==> src/rtl/truth_table_sequencer.sv <==
// truth_table_sequencer
//   Sweep engine for a 4-input combinational function unit. It drives all 16
//   input vectors in order, holds each one for SETTLE+1 cycles and samples f at
//   the last edge of that window. The samples build a 16-bit truth table, and a
//   running minterm count is kept alongside.
//
// Ports
//   clk         system clock, rising-edge active
//   rst         synchronous active-high reset, priority over all inputs
//   start       sweep request, sampled only while idle
//   f           function-unit output (combinational from x1..x4)
//   x1..x4      function-unit inputs, {x1,x2,x3,x4} = vector index while running
//   busy        high while the sweep is running
//   done        one-cycle completion pulse
//   tt          captured truth table, tt[i] = f for vector i
//   ones_count  population count of tt (0..16)
module truth_table_sequencer #(
    parameter int unsigned SETTLE = 1
) (
    input  logic        clk,
    input  logic        rst,
    input  logic        start,
    input  logic        f,
    output logic        x1,
    output logic        x2,
    output logic        x3,
    output logic        x4,
    output logic        busy,
    output logic        done,
    output logic [15:0] tt,
    output logic [4:0]  ones_count
);

    localparam int unsigned IDX_W  = 4;
    localparam int unsigned CNT_W  = 4;
    localparam int unsigned TT_W   = 16;
    localparam int unsigned ONES_W = 5;

    localparam logic [CNT_W-1:0] SETTLE_C = CNT_W'(SETTLE);
    localparam logic [IDX_W-1:0] LAST_IDX = IDX_W'(TT_W - 1);

    localparam logic [1:0] ST_IDLE = 2'd0;
    localparam logic [1:0] ST_RUN  = 2'd1;
    localparam logic [1:0] ST_DONE = 2'd2;

    logic [1:0]        state_q, state_d;
    logic [IDX_W-1:0]  idx_q,   idx_d;
    logic [CNT_W-1:0]  cnt_q,   cnt_d;
    logic [TT_W-1:0]   tt_q,    tt_d;
    logic [ONES_W-1:0] ones_q,  ones_d;

    // Output registers are loaded from next-state values, so they line up
    // cycle-for-cycle with the state they decode.
    logic [IDX_W-1:0]  x_q,     x_d;
    logic              busy_q,  busy_d;
    logic              done_q,  done_d;

    // Next-state and next-output logic
    always_comb begin
        state_d = state_q;
        idx_d   = idx_q;
        cnt_d   = cnt_q;
        tt_d    = tt_q;
        ones_d  = ones_q;
        x_d     = '0;
        busy_d  = 1'b0;
        done_d  = 1'b0;

        case (state_q)
            ST_IDLE: begin
                // Previous results hold until a new sweep is accepted.
                if (start) begin
                    state_d = ST_RUN;
                    idx_d   = '0;
                    cnt_d   = '0;
                    tt_d    = '0;
                    ones_d  = '0;
                end
            end

            ST_RUN: begin
                if (cnt_q == SETTLE_C) begin
                    // Last edge of this vector's window: capture f.
                    tt_d[idx_q] = f;
                    ones_d      = ones_q + ONES_W'(f);
                    cnt_d       = '0;
                    if (idx_q == LAST_IDX) begin
                        state_d = ST_DONE;
                    end else begin
                        idx_d = idx_q + IDX_W'(1);
                    end
                end else begin
                    cnt_d = cnt_q + CNT_W'(1);
                end
            end

            ST_DONE: begin
                state_d = ST_IDLE;
            end

            default: begin
                state_d = ST_IDLE;
            end
        endcase

        busy_d = (state_d == ST_RUN);
        done_d = (state_d == ST_DONE);
        x_d    = busy_d ? idx_d : '0;
    end

    // State and output registers
    always_ff @(posedge clk) begin
        if (rst) begin
            state_q <= ST_IDLE;
            idx_q   <= '0;
            cnt_q   <= '0;
            tt_q    <= '0;
            ones_q  <= '0;
            x_q     <= '0;
            busy_q  <= 1'b0;
            done_q  <= 1'b0;
        end else begin
            state_q <= state_d;
            idx_q   <= idx_d;
            cnt_q   <= cnt_d;
            tt_q    <= tt_d;
            ones_q  <= ones_d;
            x_q     <= x_d;
            busy_q  <= busy_d;
            done_q  <= done_d;
        end
    end

    assign x1         = x_q[3];
    assign x2         = x_q[2];
    assign x3         = x_q[1];
    assign x4         = x_q[0];
    assign busy       = busy_q;
    assign done       = done_q;
    assign tt         = tt_q;
    assign ones_count = ones_q;

endmodule
==> config.mk <==
export PLATFORM = sky130hd
export DESIGN_NAME = truth_table_sequencer
export DESIGN_NICKNAME = d
export VERILOG_FILES = /design/src/rtl/truth_table_sequencer.sv
export SDC_FILE = /design/constraint.sdc
export NUM_CORES = 1
export LEC_CHECK = 0
export ABC_AREA = 1
export CAP_MARGIN = 20
export CORE_ASPECT_RATIO = 1.2
export CORE_MARGIN = 3
export CORE_UTILIZATION = 54
export CTS_BUF_LIST = sky130_fd_sc_hd__clkbuf_8
export CTS_CLUSTER_DIAMETER = 80
export CTS_CLUSTER_SIZE = 12
export DETAILED_ROUTE_END_ITERATION = 12
export PLACE_DENSITY = 0.86
export SKIP_CTS_REPAIR_TIMING = 1
export SKIP_LAST_GASP = 1
export SLEW_MARGIN = 25
export SYNTH_ARGS = -nofsm -noshare
export SYNTH_HDL_FRONTEND = slang
export SYNTH_SLANG_ARGS = --single-unit
==> constraint.sdc <==
create_clock -name clk -period 3.84 [get_ports clk]
set_input_delay 0.384 -clock clk [delete_from_list [all_inputs] [get_ports clk]]
set_output_delay 0.384 -clock clk [all_outputs]
set_load 0.01 [all_outputs]
==> run_results.csv <==
group,metric,value,unit
timing,setup_viol,0,
final_layout,nNetsFinal,322,
drt,first_pass_iters,4,
yosys,synthTopCellsByArea,"dfxtp_1 39%, nand2_1 10%, nand3_1 8.9%",
power_and_ir_drop,p_per_area,326.9,mW/mm²
critical_path,critical_path.top_delay_family,"compound AO/OA/AOI/OAI gates",
floorplanning,fp.dieW,60.18,µm
drt,wire_per_inst,12.07,µm
drt,drt_wl_total,4201,µm
critical_path,end_kind,"flip-flop",
global_routing,grt_usage,0.2180,
power_and_ir_drop,netSwitchingPower,202.3,µW
yosys,syn_area,0.001902,mm²
critical_path,cp.required,4.02,ns
drt,wl_met3,221,µm
timing,period_needed,2.050,ns
drt,wl_met2,2061,µm
yosys,ys_ff_latch,37,
drt,top_layer_used,"met4",
critical_path,crit_slowest_cell,"o21ai_2",
drt,wl_met1,1808,µm
clock_network,cts.sinks,37,
timing,hold_viol_final,0,
critical_path,cp_max_fo,26,
yosys,postSynthCellCount,283,
critical_path,critPathLaunchType,"primary input",
final_layout,antennaDiodeCount,0,
global_routing,grt_pass1_vias,1718,
clock_network,clk_latency,0.29,ns
floorplanning,rows,23,
clock_network,cts_tree,"yes",
timing,finClkSkew,0.004895,ns
yosys,ys_seq_area_frac,0.3895,
clock_network,clockBufferDepth,2,
drt,vias,1862,
clock_network,cts-buffers-inserted,5,
timing,slew_violations,0,
global_routing,antenna_found_initial,0,
yosys,synth.top_cell.area_share,0.3895,
min_path,hold_class,"reg -> reg",
drt,routed_via_density,5.351,
critical_path,cp_data_arrival_time,2.23,ns
clock_network,cts_root_buf,"clkbuf_8",
global_routing,grt_max_degree,27,
yosys,ys_warn_count,0,
drt,drt_iter0_drc,73,
yosys,synth_nets,295,
drt,drc,0,
final_layout,syn2layout_area_growth,19.80,%
timing,max_freq,0.4879,GHz
power_and_ir_drop,vdd_drop_max,0.2986,mV
placement,gp_congestion,0.8625,
placement,hpwl,2970,µm
placement,numPortBuffers,30,
floorplanning,placeableCoreArea,0.003367,mm²
timing,max_slew_margin,0.3298,
yosys,synth_area_leader_cell,"dfxtp_1",
power_and_ir_drop,p_seq_frac,0.534,
timing,tightest_slew,1.005,ns
power_and_ir_drop,p_clk_frac,0.355,
clock_network,clk_pin_slew_worst_paths,0.07,ns
yosys,syn_area_per_cell,6.720,µm²
run_status,status,"finished, final reports clean",
power_and_ir_drop,comb_power_share,0.111,
critical_path,crit_type,"in -> reg",
job,maxCapViolCount,0,
timing,rsz0062_at_grt,"false",
floorplanning,initial_core_util,0.5648,
power_and_ir_drop,sw_frac_of_total,0.2717,
clock_network,htreeDepth,2,
drt,drtAntennaViolNets,0,
critical_path,critPathBufInv,2,
critical_path,path_cells,"clkdlybuf4s50_1 > inv_1 > o21ai_2 > nand2_1 > o21ai_0 > a21oi_1",
timing,setup_tns,0,ns
power_and_ir_drop,p_int,542.4,µW
global_routing,grt_first_pass_wirelength,7203,µm
yosys,synth_cell_types,25,
floorplanning,ios,31,
final_layout,fillers,297,
power_and_ir_drop,leakagePower,0.9697,nW
floorplanning,die_height,71.01,µm
critical_path,cpPeakStageDelay,0.77,ns
floorplanning,die_area,0.004273,mm²
timing,timing.final.crit_share,0.5338,
timing,whs,0.5054,ns
final_layout,drive_above_1_share,0.04502,
global_routing,grt_overflow,0,
==> cell type report <==
class	count	area, µm²	share of cell area
tap	37	46.29	0.02032
clock buffer	5	68.82	0.03020
sequential	37	740.7	0.3251
timing repair buffer	30	300.3	0.1318
inverter	44	165.2	0.07249
clock inverter	3	17.52	0.007688
multi-input combinational	192	939.7	0.4124
==> path summary, 6_finish.rpt <==
kind | start | end | slack [ns] | cells after the start
worst max-delay path | start | ones_count[1]$_SDFFE_PP0P_ | 1.79 | 6
worst max register to register | cnt_q[0]$_SDFFE_PP0P_ | ones_count[1]$_SDFFE_PP0P_ | 1.83 | 6
worst min register to register | ones_count[1]$_SDFFE_PP0P_ | ones_count[1]$_SDFFE_PP0P_ | 0.51 | 2
worst min-delay path | ones_count[1]$_SDFFE_PP0P_ | ones_count[1]$_SDFFE_PP0P_ | 0.51 | 2
==> synth_stat cells (all sizes together) <==
cell and instances:
nor4 2, o22ai 1, nor3 2, xor2 3, inv 44, nand4 4, dfxtp 37, ha 8
o21bai 1, nand3 35, nand2 55, nor2 46, and2 1, buf 8, nand3b 1, a21oi 13
clkbuf 2, o21ai 20
==> metrics by stage <==
stage | util | setup slack (ns) | total power, mW | area [µm²] | instances
final | 0.6767 | 1.790 | 0.7448 | 2278 | 348
after global routing | 0.6767 | 1.601 | 0.7737 | 2278 | 348
after CTS | 0.6767 | 1.848 | 0.7495 | 2278 | 348
after detailed placement | 0.6511 | 1.556 | 0.4875 | 2192 | 340
after global placement | 0.6511 | 1.611 | 0.4852 | 2192 | 340
after floorplan | - | 2.520 | 0.4660 | 1902 | 283
==> layout by cell type (no fill, tap or decap), types with 5 or more instances in the layout <==
cell type        count
a21oi_1             13
clkbuf_8             5
clkdlybuf4s50_1     30
dfxtp_1             37
ha_1                 8
inv_1               44
nand2_1             53
nand3_1             34
nor2_1              44
o21ai_0             15
==> power groups by stage <==
stage	Sequential [mW]	Combinational [mW]	Clock, mW
floorplan	0.407	0.0594	0
global placement	0.406	0.0793	0
detailed placement	0.406	0.0815	0
CTS	0.397	0.0821	0.270
global route	0.398	0.0926	0.283
finish	0.398	0.0827	0.265
==> kinds of logic after synthesis <==
group / count (synthesis) / synth area share
and+or+nand+nor: 146 / 0.3316
buffers and inverters: 54 / 0.1164
DFF: 37 / 0.3895
AOI/OAI and AO/OA: 35 / 0.09606
adders and majority gates: 8 / 0.05263
xor gates and xnor gates: 3 / 0.01382
==> worst reg2reg max path, stage by stage (launching register included) <==
cell and delay [ns]:
dfxtp_1 0.41, ha_1 0.26, nand2_2 0.15, nand2_1 0.53
nand2_1 0.26, o21ai_0 0.23, a21oi_1 0.06
==> flip-flops by register name, summed over array words and instances, names as in the netlist <==
name	count
busy	1
cnt_q	4
done	1
idx_q	4
ones_count	5
state_q	2
tt	16
x_q	4
==> per-layer routing <==
metal	global-route usage	up-vias
met5	0	-
met4	0.1207	0
met3	0.05839	13
met2	0.3474	60
met1	0.2591	838
li1	-	951
Power figures use the tool's default switching activity.
